<file path="src/rtl/drum_pkg.sv">
// Shared definitions for the DRUM (k=4) 8x8 approximate multiplier characterisation path.
// Contents:
//   OP_W    operand width of the multiplier
//   PROD_W  product width (exact and approximate)
//   K       DRUM truncation width the approximate products come from
//   state_e report-window FSM states
package drum_pkg;

    localparam int OP_W   = 8;
    localparam int PROD_W = 16;
    localparam int K      = 4;

    typedef enum logic [1:0] {
        IDLE   = 2'd0,
        ACCUM  = 2'd1,
        DRAIN  = 2'd2,
        REPORT = 2'd3
    } state_e;

endpackage

</file>
<file path="src/rtl/drum_abs_diff.sv">
// Unsigned absolute difference of two products, plus a flag telling which one is larger.
// Purely combinational.
// Ports:
//   a_i       first product (the approximate one in the monitor)
//   b_i       second product (the exact one in the monitor)
//   diff_o    |a_i - b_i|
//   a_gt_b_o  1 when a_i > b_i
module drum_abs_diff
    import drum_pkg::*;
(
    input  logic [PROD_W-1:0] a_i,
    input  logic [PROD_W-1:0] b_i,
    output logic [PROD_W-1:0] diff_o,
    output logic              a_gt_b_o
);

    always_comb begin
        a_gt_b_o = (a_i > b_i);
        diff_o   = a_gt_b_o ? (a_i - b_i) : (b_i - a_i);
    end

endmodule

</file>
<file path="src/rtl/drum_error_monitor.sv">
// Error-statistics monitor behind the DRUM approximate multiplier.
// Each accepted sample (op_a, op_b, approx_prod) has its exact product formed in stage 1
// and its error distance folded into the window statistics in stage 2. After WINDOW
// samples the pipe drains and one report record is held until the consumer takes it.
// Ports:
//   clk, rst            clock, synchronous active-high reset
//   start               begin a new window (only looked at in IDLE)
//   s_valid / s_ready   sample handshake; op_a, op_b, approx_prod carry the sample
//   m_valid / m_ready   report handshake
//   sum_ed              saturating sum of |exact-approx|
//   max_ed              largest |exact-approx|
//   err_cnt             samples with approx != exact
//   over_cnt            samples with approx > exact
//   busy                window in progress or report pending
module drum_error_monitor
    import drum_pkg::*;
#(
    parameter int WINDOW = 256,
    parameter int ACC_W  = 32,
    parameter int CNT_W  = 16
)
(
    input  logic              clk,
    input  logic              rst,
    input  logic              start,
    input  logic              s_valid,
    output logic              s_ready,
    input  logic [OP_W-1:0]   op_a,
    input  logic [OP_W-1:0]   op_b,
    input  logic [PROD_W-1:0] approx_prod,
    output logic              m_valid,
    input  logic              m_ready,
    output logic [ACC_W-1:0]  sum_ed,
    output logic [PROD_W-1:0] max_ed,
    output logic [CNT_W-1:0]  err_cnt,
    output logic [CNT_W-1:0]  over_cnt,
    output logic              busy
);

    localparam logic [CNT_W-1:0] WIN_C    = CNT_W'(WINDOW);
    localparam logic [CNT_W-1:0] WIN_LAST = CNT_W'(WINDOW - 1);

    // Adds one error distance to the running sum, sticking at all-ones on overflow.
    function automatic logic [ACC_W-1:0] sat_add(input logic [ACC_W-1:0] acc,
                                                 input logic [PROD_W-1:0] inc);
        logic [ACC_W:0] full;
        full = {1'b0, acc} + {{(ACC_W + 1 - PROD_W){1'b0}}, inc};
        return full[ACC_W] ? {ACC_W{1'b1}} : full[ACC_W-1:0];
    endfunction

    state_e              state_q, state_d;
    logic [CNT_W-1:0]    acc_cnt_q, acc_cnt_d;
    logic                clr_stats;
    logic                accept;

    logic                vld_p1_q;
    logic [PROD_W-1:0]   exact_p1_q;
    logic [PROD_W-1:0]   approx_p1_q;

    logic [PROD_W-1:0]   ed_p2;
    logic                over_p2;

    logic [ACC_W-1:0]    sum_q, sum_d;
    logic [PROD_W-1:0]   max_q, max_d;
    logic [CNT_W-1:0]    err_q, err_d;
    logic [CNT_W-1:0]    over_q, over_d;

    assign s_ready = (state_q == ACCUM) && (acc_cnt_q < WIN_C);
    assign accept  = s_valid && s_ready;
    assign m_valid = (state_q == REPORT);
    assign busy    = (state_q != IDLE);

    assign sum_ed   = sum_q;
    assign max_ed   = max_q;
    assign err_cnt  = err_q;
    assign over_cnt = over_q;

    // ---------------- FSM next state ----------------
    always_comb begin
        state_d   = state_q;
        acc_cnt_d = acc_cnt_q;
        clr_stats = 1'b0;
        case (state_q)
            IDLE: begin
                if (start) begin
                    state_d   = ACCUM;
                    acc_cnt_d = '0;
                    clr_stats = 1'b1;
                end
            end
            ACCUM: begin
                if (accept) begin
                    acc_cnt_d = acc_cnt_q + 1'b1;
                    // The counter reaches WINDOW on this edge, so leave ACCUM together with it.
                    if (acc_cnt_q == WIN_LAST) begin
                        state_d = DRAIN;
                    end
                end
            end
            DRAIN: begin
                // Stage 2 is the stats register itself, so an empty stage 1 means nothing is in flight.
                if (!vld_p1_q) begin
                    state_d = REPORT;
                end
            end
            REPORT: begin
                if (m_ready) begin
                    state_d = IDLE;
                end
            end
            default: state_d = IDLE;
        endcase
    end

    always_ff @(posedge clk) begin
        if (rst) begin
            state_q   <= IDLE;
            acc_cnt_q <= '0;
        end else begin
            state_q   <= state_d;
            acc_cnt_q <= acc_cnt_d;
        end
    end

    // ---------------- Stage 1: exact product ----------------
    always_ff @(posedge clk) begin
        if (rst) begin
            vld_p1_q <= 1'b0;
        end else begin
            vld_p1_q <= accept;
        end
    end

    always_ff @(posedge clk) begin
        if (accept) begin
            exact_p1_q  <= {{(PROD_W - OP_W){1'b0}}, op_a} * {{(PROD_W - OP_W){1'b0}}, op_b};
            approx_p1_q <= approx_prod;
        end
    end

    // ---------------- Stage 2: error distance and statistics ----------------
    drum_abs_diff u_abs_diff (
        .a_i      (approx_p1_q),
        .b_i      (exact_p1_q),
        .diff_o   (ed_p2),
        .a_gt_b_o (over_p2)
    );

    always_comb begin
        sum_d  = sum_q;
        max_d  = max_q;
        err_d  = err_q;
        over_d = over_q;
        if (clr_stats) begin
            sum_d  = '0;
            max_d  = '0;
            err_d  = '0;
            over_d = '0;
        end else if (vld_p1_q) begin
            sum_d  = sat_add(sum_q, ed_p2);
            max_d  = (ed_p2 > max_q) ? ed_p2 : max_q;
            err_d  = err_q + {{(CNT_W - 1){1'b0}}, (ed_p2 != '0)};
            over_d = over_q + {{(CNT_W - 1){1'b0}}, over_p2};
        end
    end

    always_ff @(posedge clk) begin
        if (rst) begin
            sum_q  <= '0;
            max_q  <= '0;
            err_q  <= '0;
            over_q <= '0;
        end else begin
            sum_q  <= sum_d;
            max_q  <= max_d;
            err_q  <= err_d;
            over_q <= over_d;
        end
    end

endmodule

</file>
<file path="config.mk">
export PLATFORM = sky130hd
export DESIGN_NAME = drum_error_monitor
export DESIGN_NICKNAME = d
export VERILOG_FILES = /design/src/rtl/drum_pkg.sv /design/src/rtl/drum_abs_diff.sv /design/src/rtl/drum_error_monitor.sv
export SDC_FILE = /design/constraint.sdc
export NUM_CORES = 1
export LEC_CHECK = 0
export ABC_AREA = 1
export CAP_MARGIN = 20
export CORE_MARGIN = 4
export CORE_UTILIZATION = 35
export DETAILED_ROUTE_END_ITERATION = 6
export GPL_TIMING_DRIVEN = 0
export MAX_ROUTING_LAYER = met4
export PLACE_DENSITY = 0.67
export SYNTH_ARGS = -nofsm -noshare
export SYNTH_HDL_FRONTEND = slang
export SYNTH_SLANG_ARGS = --single-unit
export TNS_END_PERCENT = 1
</file>
<file path="constraint.sdc">
create_clock -name clk -period 4.2 [get_ports clk]
set_input_delay 0.63 -clock clk [delete_from_list [all_inputs] [get_ports clk]]
set_output_delay 0.63 -clock clk [all_outputs]
set_load 0.005 [all_outputs]
</file>
# == Yosys cells after proc, flatten, opt, wreduce, memory -nomap -nowiden ==
# Index checks and enable logic that the tools add are counted.
# totals
elab_cells,51
ff_bits,131
# classes
n_reduce_logical,10
n_addsub,6
n_lt_le_gt_ge,3
eq_ne,9
n_mux,13
mul,1
# op_table
cell,n
$mux W16,3
$add A32 B16 Y33,1
$add A16 B1 Y16,2
$gt A16 B16 Y1,2
$mux W32,1
$pmux W16 S2,1
$sub A16 B16 Y16,2
$add A16 B1 Y16 const B,1
$eq A16 B8 Y1 const B,1
$lt A16 B9 Y1 const B,1
$mul A8 B8 Y16,1
$reduce_bool A16 Y1,1
$mux W2,5
$pmux W2 S4,1
$ne A2 B2 Y1 const B,3
$reduce_and A5 Y1,1
$eq A2 B2 Y1 const B,2
$ne A2 B1 Y1 const B,2
$reduce_bool A2 Y1,2
$reduce_and A3 Y1,1
$eq A2 B1 Y1 const B,1
$logic_and A1 B1 Y1,2
$logic_not A2 Y1,1
$mux W1,2
2 further kinds,2

# == Longest topological paths before layout ==
# Gate-level depths: netlist (run 1).
# depth
word_depth,5
ltp_mapped,30
depth_no_buf,28

# == Modules after synthesis ==
# A second synthesis (run 1) with hierarchy kept.
# unflattened
hier_cells,1712
hier_area_um2,11544.8
# modules_own_cells
mod,area_per_inst_um2,instances,cells_per_inst,seq_area_each_um2
drum_error_monitor,9365.2,1,1291,2942.8
drum_abs_diff,2179.6,1,421,0.0

# == Worst setup path before layout (run 1) ==
# OpenSTA, ideal clock, no wires.
# synth_timing
path_type,input-to-reg
from,input op_a[0]
to,register exact_p1_q[15] (data pin)
required_time_ps,3931
path_slack_ps,-243
n_path_buf,1
t_arrival_ps,4175
stages,15
cell_sequence,clkbuf_1 -> nand2_1 -> fa_1 -> fa_1 -> inv_1 -> fa_1 -> inv_1 -> fa_1 -> inv_1 -> ha_1 -> nand2_1 -> nor3_1 -> nor2_1 -> o31ai_1 -> xor2_1
# synth_via
elab_chain_len,1
# synth_lines
element,line,rtl
"start, declared",drum_error_monitor.sv:28,"input logic [OP_W-1:0] op_a,"
$mul A8 B8 Y16,drum_error_monitor.sv:136,"exact_p1_q <= {{(PROD_W - OP_W){1'b0}}, op_a} * {{(PROD_W - OP_W){1'b0}}, op_b};"
"end signal, assigned",drum_error_monitor.sv:136,
"end, declared",drum_error_monitor.sv:57,logic [PROD_W-1:0] exact_p1_q;
# Every way passes these cells.
# A chain may end at the register's enable or synchronous reset.

# == Worst setup path in the final report (run 1) ==
# layout_timing
from,input op_b[3]
to,register exact_p1_q[13] (data pin)
# layout_via
elab_chain_len,1
# layout_lines
element,line,rtl
"start, declared",drum_error_monitor.sv:29,"input logic [OP_W-1:0] op_b,"
$mul A8 B8 Y16,drum_error_monitor.sv:136,
# Every way passes these cells.

==> results by group, run 1 <==
Status
  – Status: completed

Route
  – Drt drc: 0
  – WL per Instance: 13.3 µm
  – Starting DRC count in detailed routing: 628
  – DRT Wirelength: 28400 µm
  – Final ANT Viol Nets: 0
  – Vias post-DR: 10246
  – Via density: 4.81
  – First-pass DRT Iterations: 7

Yosys
  – Sequential cell area fraction in the yosys report: 0.268
  – Yosys reg bits: 131
  – Post-synth top area cell: dfxtp_1
  – Largest cells by area after synthesis: dfxtp_1 18%, nand2_1 15%, ha_1 12%
  – Prevailing post-synth register cell: dfxtp_1
  – Async set-reset flop share out of synthesis: 0
  – Syn. warnings: 0
  – Syn_nets: 1784
  – Distinct cells, synth: 48
  – Post-Syn Instances: 1600
  – EDFF count, synth: 32
  – Yosys top cell area share: 0.180
  – Synthesized area: 0.0110 mm²
  – Syn avg cell area: 6.88 µm²

STA
  – Setup slack after layout: 0.190 ns
  – Final Cycle Share: 0.955
  – Final Hold Fails: 0
  – Final min period: 4.01 ns
  – RSZ-0062 raised after global routing: yes
  – Minimum hold slack: 0.440 ns
  – Slew Viols, Final: 0
  – Final setup fails: 0
  – Setup TNS: 0 ns
  – F_max: 249 MHz
  – Worst Tran Pin Value: 0.714 ns
  – Worst Skew: 0.00983 ns
  – Max_slew headroom: 0.524

Setup path
  – Critical path peak fanout: 8
  – FF-to-FF End: sum_ed[21]
  – CP required: 4.36 ns
  – Critical Path AT: 4.17 ns
  – R2R Path Start: exact_p1_q[0]
  – FF-to-FF path depth: 23
  – Crit path kind: in2reg
  – Worst reg2reg setup slack: 0.23 ns
  – Setup crit start: op_b[3]
  – Worst Setup EP: exact_p1_q[13]
  – CP Capture Type: flip-flop
  – CP Launch Type: input pin

Finish
  – Area growth syn-to-layout: 22.0%
  – Register area: 0.00294 mm²
  – ANT cells: 0
  – Fill count: 3131
  – Multi-input logic area: 0.00682 mm²
  – Share of cells above drive strength 1: 0.0749
  – Final Cell Area: 0.0134 mm²
  – Finished Core Util: 0.435
  – Net count, final: 1908

Place
  – DP Area: 0.0127 mm²
  – Post-DP HPWL: 23200 µm
  – PortBufs: 102
  – Post-Place Setup Slack: -0.237 ns
  – GPL Wtd Cong: 0.955

Power
  – VDD IR max: 0.000261 V
  – Leak: 6.39 nW
  – P per Cell Area: 509 mW/mm²

Clock network
  – Clk buf depth: 2
  – CTS tree: built
  – CTS sink count: 131
  – Hold_buf cts: 0
  – CTS H-tree depth: 4
  – Clk pin slew, worst setup/hold paths: 0.06 ns
  – Clock root buffer master: clkbuf_16
  – Cts bufs inserted: 17
  – Clk_lat worst skew: 0.42 ns

Global routing
  – First-pass GRT wire length: 47400 µm
  – Initial antenna violation count: 0
  – Vias in the first global route: 10056
  – GRT Residual Overflow: 0
  – Total track usage: 0.172
  – Largest net degree at the start of global routing: 33

Floorplan
  – Die Height: 185 µm
  – Initial Util: 0.357
  – Die W: 185 µm
  – Die area: 0.0343 mm²
  – Core region area: 0.0308 mm²
  – Cell Rows: 64
  – IO Pins: 120

Job
  – Max-cap violations: 0

Min path
  – Min-Delay Path Class: reg2reg
[cell type report]
cell class / instances / share of cell area
Buffer: 42 / 0.0225
Clock buffer: 18 / 0.0327
Clock inverter: 13 / 0.0128
Inverter: 313 / 0.0880
Multi-Input combinational cell: 1114 / 0.508
Sequential cell: 131 / 0.219
Tap cell: 396 / 0.0369
Timing Repair Buffer: 105 / 0.0793
[how the worst min path moves through the flow]
stage / startpoint / endpoint / slack [ns] / cells past startpoint
2_1_floorplan: acc_cnt_q[11] / acc_cnt_q[11] / 0.42 / 2
3_3_place_gp: acc_cnt_q[9] / acc_cnt_q[9] / 0.43 / 2
3_5_place_dp: acc_cnt_q[9] / acc_cnt_q[9] / 0.43 / 2
4_1_cts: acc_cnt_q[11] / acc_cnt_q[11] / 0.44 / 2
5_1_grt: acc_cnt_q[10] / acc_cnt_q[10] / 0.46 / 2
6_report: acc_cnt_q[9] / acc_cnt_q[9] / 0.44 / 2
[cells in the mapped netlist (2+ instances only)]
cell type  instances
nand2_1          444
inv_1            295
nor2_1           115
ha_1             108
a21oi_1          101
dfxtp_1           99
nand3_1           70
o21ai_0           56
fa_1              39
clkbuf_1          32
edfxtp_1          32
nor3_1            30
xor2_1            23
nand4_1           22
a31oi_1           19
xnor2_1           16
inv_2             14
nand2_2           13
buf_2              6
o21ai_1            6
nand3b_1           5
nor4_1             5
a211oi_1           4
o21a_1             4
a21o_1             3
buf_4              3
clkinv_1           3
nand2_4            3
a21boi_0           2
a21oi_4            2
a221oi_1           2
and2_1             2
nand2_8            2
nor2_4             2
nor3b_1            2
o21bai_1           2
o31ai_1            2
or2_2              2
[through the flow]
| stage | power [mW] | cells |
|---|---|---|
| final | 6.82 | 2132 |
| after global routing | 7.45 | 2132 |
| after CTS | 6.79 | 2129 |
| after detailed placement | 5.20 | 2098 |
| after global placement | 5.13 | 2098 |
| after floorplan | 4.33 | 1600 |
[power breakdown]
part           internal (mW)  total [mW]  switching [mW]
clock                  0.959        1.58           0.617
combinational           1.39        3.72            2.32
sequential              1.45        1.53          0.0755
total                   3.81        6.82            3.02
[worst max-delay path: stages]
cell and delay (ns):
clkbuf_2 0.19, nand2_1 0.11, fa_2 0.37, fa_1 0.56, fa_1 0.44, fa_1 0.54
inv_1 0.06, ha_4 0.26, a21oi_1 0.19, and2_1 0.21, nor3_1 0.06, nor2_1 0.25
o21ai_0 0.15, xor2_1 0.15
[state kept, by name, summed over array words and instances, names as in the netlist, 2 cells and up]
signal / cells
over_cnt: 16
exact_p1_q: 16
err_cnt: 16
max_ed: 16
approx_p1_q: 16
acc_cnt_q: 16
sum_ed: 32
state_q: 2
[cell usage in the layout, fill, tap and decap left out, types with 5 or more instances in the layout]
| cell type | instances |
|---|---|
| a21oi_2 | 5 |
| fa_1 | 38 |
| clkbuf_2 | 5 |
| clkbuf_16 | 17 |
| nor4_1 | 5 |
| ha_1 | 103 |
| xor2_1 | 23 |
| xnor2_1 | 16 |
| nand3_1 | 70 |
| inv_1 | 294 |
| buf_4 | 7 |
| nor2_2 | 7 |
| nand3b_1 | 5 |
| clkbuf_8 | 10 |
| nor2_1 | 108 |
| nand4_1 | 22 |
| a21oi_1 | 97 |
| edfxtp_1 | 32 |
| clkbuf_1 | 17 |
| a31oi_1 | 19 |
| nand2_1 | 439 |
| nor3_1 | 29 |
| inv_2 | 15 |
| nand2_2 | 18 |
| dfxtp_1 | 99 |
| o21ai_0 | 54 |
| o21ai_1 | 6 |
| clkdlybuf4s50_1 | 102 |
[what timing repair did]
action / CTS / global route
setup buffers: 0 / 2
hold endpoints to repair: 0 / 0
setup endpoints to repair: 7 / 46
resized for setup: 1 / 33
pin swaps: 0 / 1
[logic make-up after synthesis]
family	share of synthesized area
simple gates	0.279
buf+inv	0.125
compound gates	0.104
fa+ha+maj	0.194
flops	0.268
xor+xnor	0.0311
[per-layer routing]
layer  global-route usage  share of wire  vias up
met5                    -              0        -
met4               0.0423          0.017        0
met3               0.0257          0.050       31
met2                0.297           0.48      249
met1                0.213           0.46     4666
li1                     -              -     5300
(Power assumes the default switching activity.)
==> run 2, diff against run 1 <==
--- a/config.mk
+++ b/config.mk
@@ -8,11 +8,11 @@
 export ABC_AREA = 1
 export CAP_MARGIN = 20
 export CORE_MARGIN = 4
-export CORE_UTILIZATION = 35
+export CORE_UTILIZATION = 45
 export DETAILED_ROUTE_END_ITERATION = 6
+export GPL_ROUTABILITY_DRIVEN = 0
 export GPL_TIMING_DRIVEN = 0
-export MAX_ROUTING_LAYER = met4
-export PLACE_DENSITY = 0.67
+export PLACE_DENSITY = 0.79
 export SYNTH_ARGS = -nofsm -noshare
 export SYNTH_HDL_FRONTEND = slang
 export SYNTH_SLANG_ARGS = --single-unit
==> run 2 against run 1 <==
- register-to-register slack lost 0.04 ns
- fmax increased by 0.13%
- die area fell by 21%
- cell area is 1.5% lower
==> results by group, run 2 (synthesized netlist as in run 1, its figures left out) <==
Global routing
  – Total track usage: 0.209
  – GRT Residual Overflow: 0
  – Largest net degree at the start of global routing: 33
  – Vias in the first global route: 10149
  – First-pass GRT wire length: 46300 µm
  – Initial antenna violation count: 0

STA
  – RSZ-0062 raised after global routing: yes
  – Final Hold Fails: 0
  – Max_slew headroom: 0.526
  – Worst Tran Pin Value: 0.711 ns
  – Worst Skew: 0.0161 ns
  – Final setup fails: 0
  – Final min period: 4.01 ns
  – Slew Viols, Final: 0
  – Final Cycle Share: 0.954
  – F_max: 250 MHz

Finish
  – Max FFs per register: 32
  – Share of cells above drive strength 1: 0.0668
  – ANT cells: 0
  – Area growth syn-to-layout: 20.1%
  – Fill count: 2189
  – Post-route insts no fill: 2055
  – Most frequent cells in the layout: 442 x nand2_1, 294 x inv_1, 112 x nor2_1
  – Most common cell after layout, fill and taps aside: nand2_1
  – Net count, final: 1907
  – Final Cell Area: 0.0132 mm²

Place
  – PortBufs: 102
  – DP Area: 0.0126 mm²
  – Post-DP HPWL: 22400 µm
  – Inst Count DP: 2021

Route
  – Via density: 5.11
  – WL per Instance: 13.6 µm
  – Drt drc: 0
  – Final ANT Viol Nets: 0
  – First-pass DRT Iterations: 5
  – DRT Wirelength: 27900 µm
  – Starting DRC count in detailed routing: 825
  – Vias post-DR: 10510

Floorplan
  – Die area: 0.0270 mm²
  – Core region area: 0.0238 mm²
  – Initial Util: 0.463
  – IO Pins: 120
  – Cell Rows: 56
  – Die W: 164 µm
  – Die Height: 164 µm

Setup path
  – WP buf/inv: 4
  – Cells along the critical path: ha_1 -> fa_1 -> inv_1 -> nand3_1 -> nand2_2 -> nand2_1 -> nand2_2 -> nand2_4 -> nand2_8 -> nand2_8 -> buf_12 -> nand2_1 -> nand2_1 -> inv_1 -> ha_1 -> a21oi_2 -> o21ai_0 -> a21o_1 -> nand3_1 -> nand2_1 -> nand2_1 -> clkbuf_4 -> a31oi_1
  – CP most frequent cell: nand2_1
  – CP Launch Type: flip-flop
  – Critical Path AT: 4.29 ns
  – CP Capture Type: flip-flop
  – CP max-delay cell: edfxtp_1
  – Crit-path max cell delay: 0.42 ns
  – CP delay by family, top: simple AND/OR/NAND/NOR gates
  – CP required: 4.48 ns
  – Critical path peak fanout: 10
  – Crit path kind: reg2reg

Clock network
  – CTS sink count: 131
  – Clock root buffer master: clkbuf_16
  – CTS H-tree depth: 4
  – Clk_lat worst skew: 0.43 ns
  – Clk buf depth: 2
  – CTS tree: built
  – Cts bufs inserted: 17
  – Hold_buf cts: 0
  – Clk pin slew, worst setup/hold paths: 0.07 ns

Min path
  – Min-Delay Path Class: reg2reg

Power
  – P per Cell Area: 507 mW/mm²
  – VDD IR max: 0.000378 V
  – Leak: 6.37 nW

Job
  – Max-cap violations: 0

Status
  – Status: completed
[run 2: cell count changes in the layout (fill, tap and decap cells not counted), sizes merged]
cell and delta:
clkinv +1, inv +6, bufinv -3, buf -2, clkinvlp -2
[run 2: worst paths after layout]
kind                  from           end  slack (ns)  cells after the start
max          exact_p1_q[0]    sum_ed[14]        0.19                     23
min           acc_cnt_q[9]  acc_cnt_q[9]        0.44                      2
max reg2reg  exact_p1_q[0]    sum_ed[14]        0.19                     23
min reg2reg   acc_cnt_q[9]  acc_cnt_q[9]        0.44                      2
[run 2: per-stage QoR]
stage | TNS, ns | util | hold slack, ns | setup WS [ns] | power (mW)
2_1_floorplan | 0 | - | 0.419 | 0.0385 | 4.33
3_3_place_gp | -0.558 | 0.529 | 0.426 | -0.190 | 5.06
3_5_place_dp | -0.920 | 0.529 | 0.428 | -0.262 | 5.20
4_1_cts | 0 | 0.553 | 0.440 | 0.00870 | 6.65
5_1_grt | -0.366 | 0.556 | 0.460 | -0.0586 | 7.28
6_report | 0 | 0.556 | 0.440 | 0.195 | 6.70
[run 2: power by group]
part / internal (mW) / switching (mW) / leakage (nW)
Sequential: 1.45 / 0.0715 / 1.09
Clock: 0.783 / 0.647 / 0.278
Combinational: 1.39 / 2.36 / 4.99
Total: 3.62 / 3.08 / 6.37
[run 2: timing repair]
action | CTS | global route
setup buffers | 0 | 1
gates resized for setup | 0 | 17
setup endpoints to repair | 0 | 40
[run 2: layer usage]
| metal | track usage | vias to the layer above | part of all wire |
|---|---|---|---|
| met5 | 0 | - | 0 |
| met4 | 0.0762 | 0 | 0.028 |
| met3 | 0.0309 | 53 | 0.060 |
| met2 | 0.378 | 314 | 0.50 |
| met1 | 0.252 | 4854 | 0.41 |
| li1 | - | 5289 | - |
[run 2: final cells by class]
type / count / area (µm²) / area share
multi-input combinational: 1114 / 6780 / 0.513
sequential: 131 / 2940 / 0.223
inverter: 313 / 1180 / 0.0891
timing repair buffer: 104 / 1060 / 0.0799
clock buffer: 17 / 425 / 0.0322
tap: 319 / 399 / 0.0302
buffer: 42 / 299 / 0.0226
clock inverter: 15 / 134 / 0.0101
[run 2: worst register-to-register path, cell delays in order (launching register included)]
cell	delay, ns
edfxtp_1	0.42
ha_1	0.26
fa_1	0.40
inv_1	0.09
nand3_1	0.08
nand2_2	0.12
nand2_1	0.09
nand2_2	0.10
nand2_4	0.08
nand2_8	0.10
nand2_8	0.07
buf_12	0.14
nand2_1	0.07
nand2_1	0.07
inv_1	0.15
ha_1	0.32
a21oi_2	0.17
o21ai_0	0.12
a21o_1	0.21
nand3_1	0.10
nand2_1	0.14
nand2_1	0.19
clkbuf_4	0.26
a31oi_1	0.11
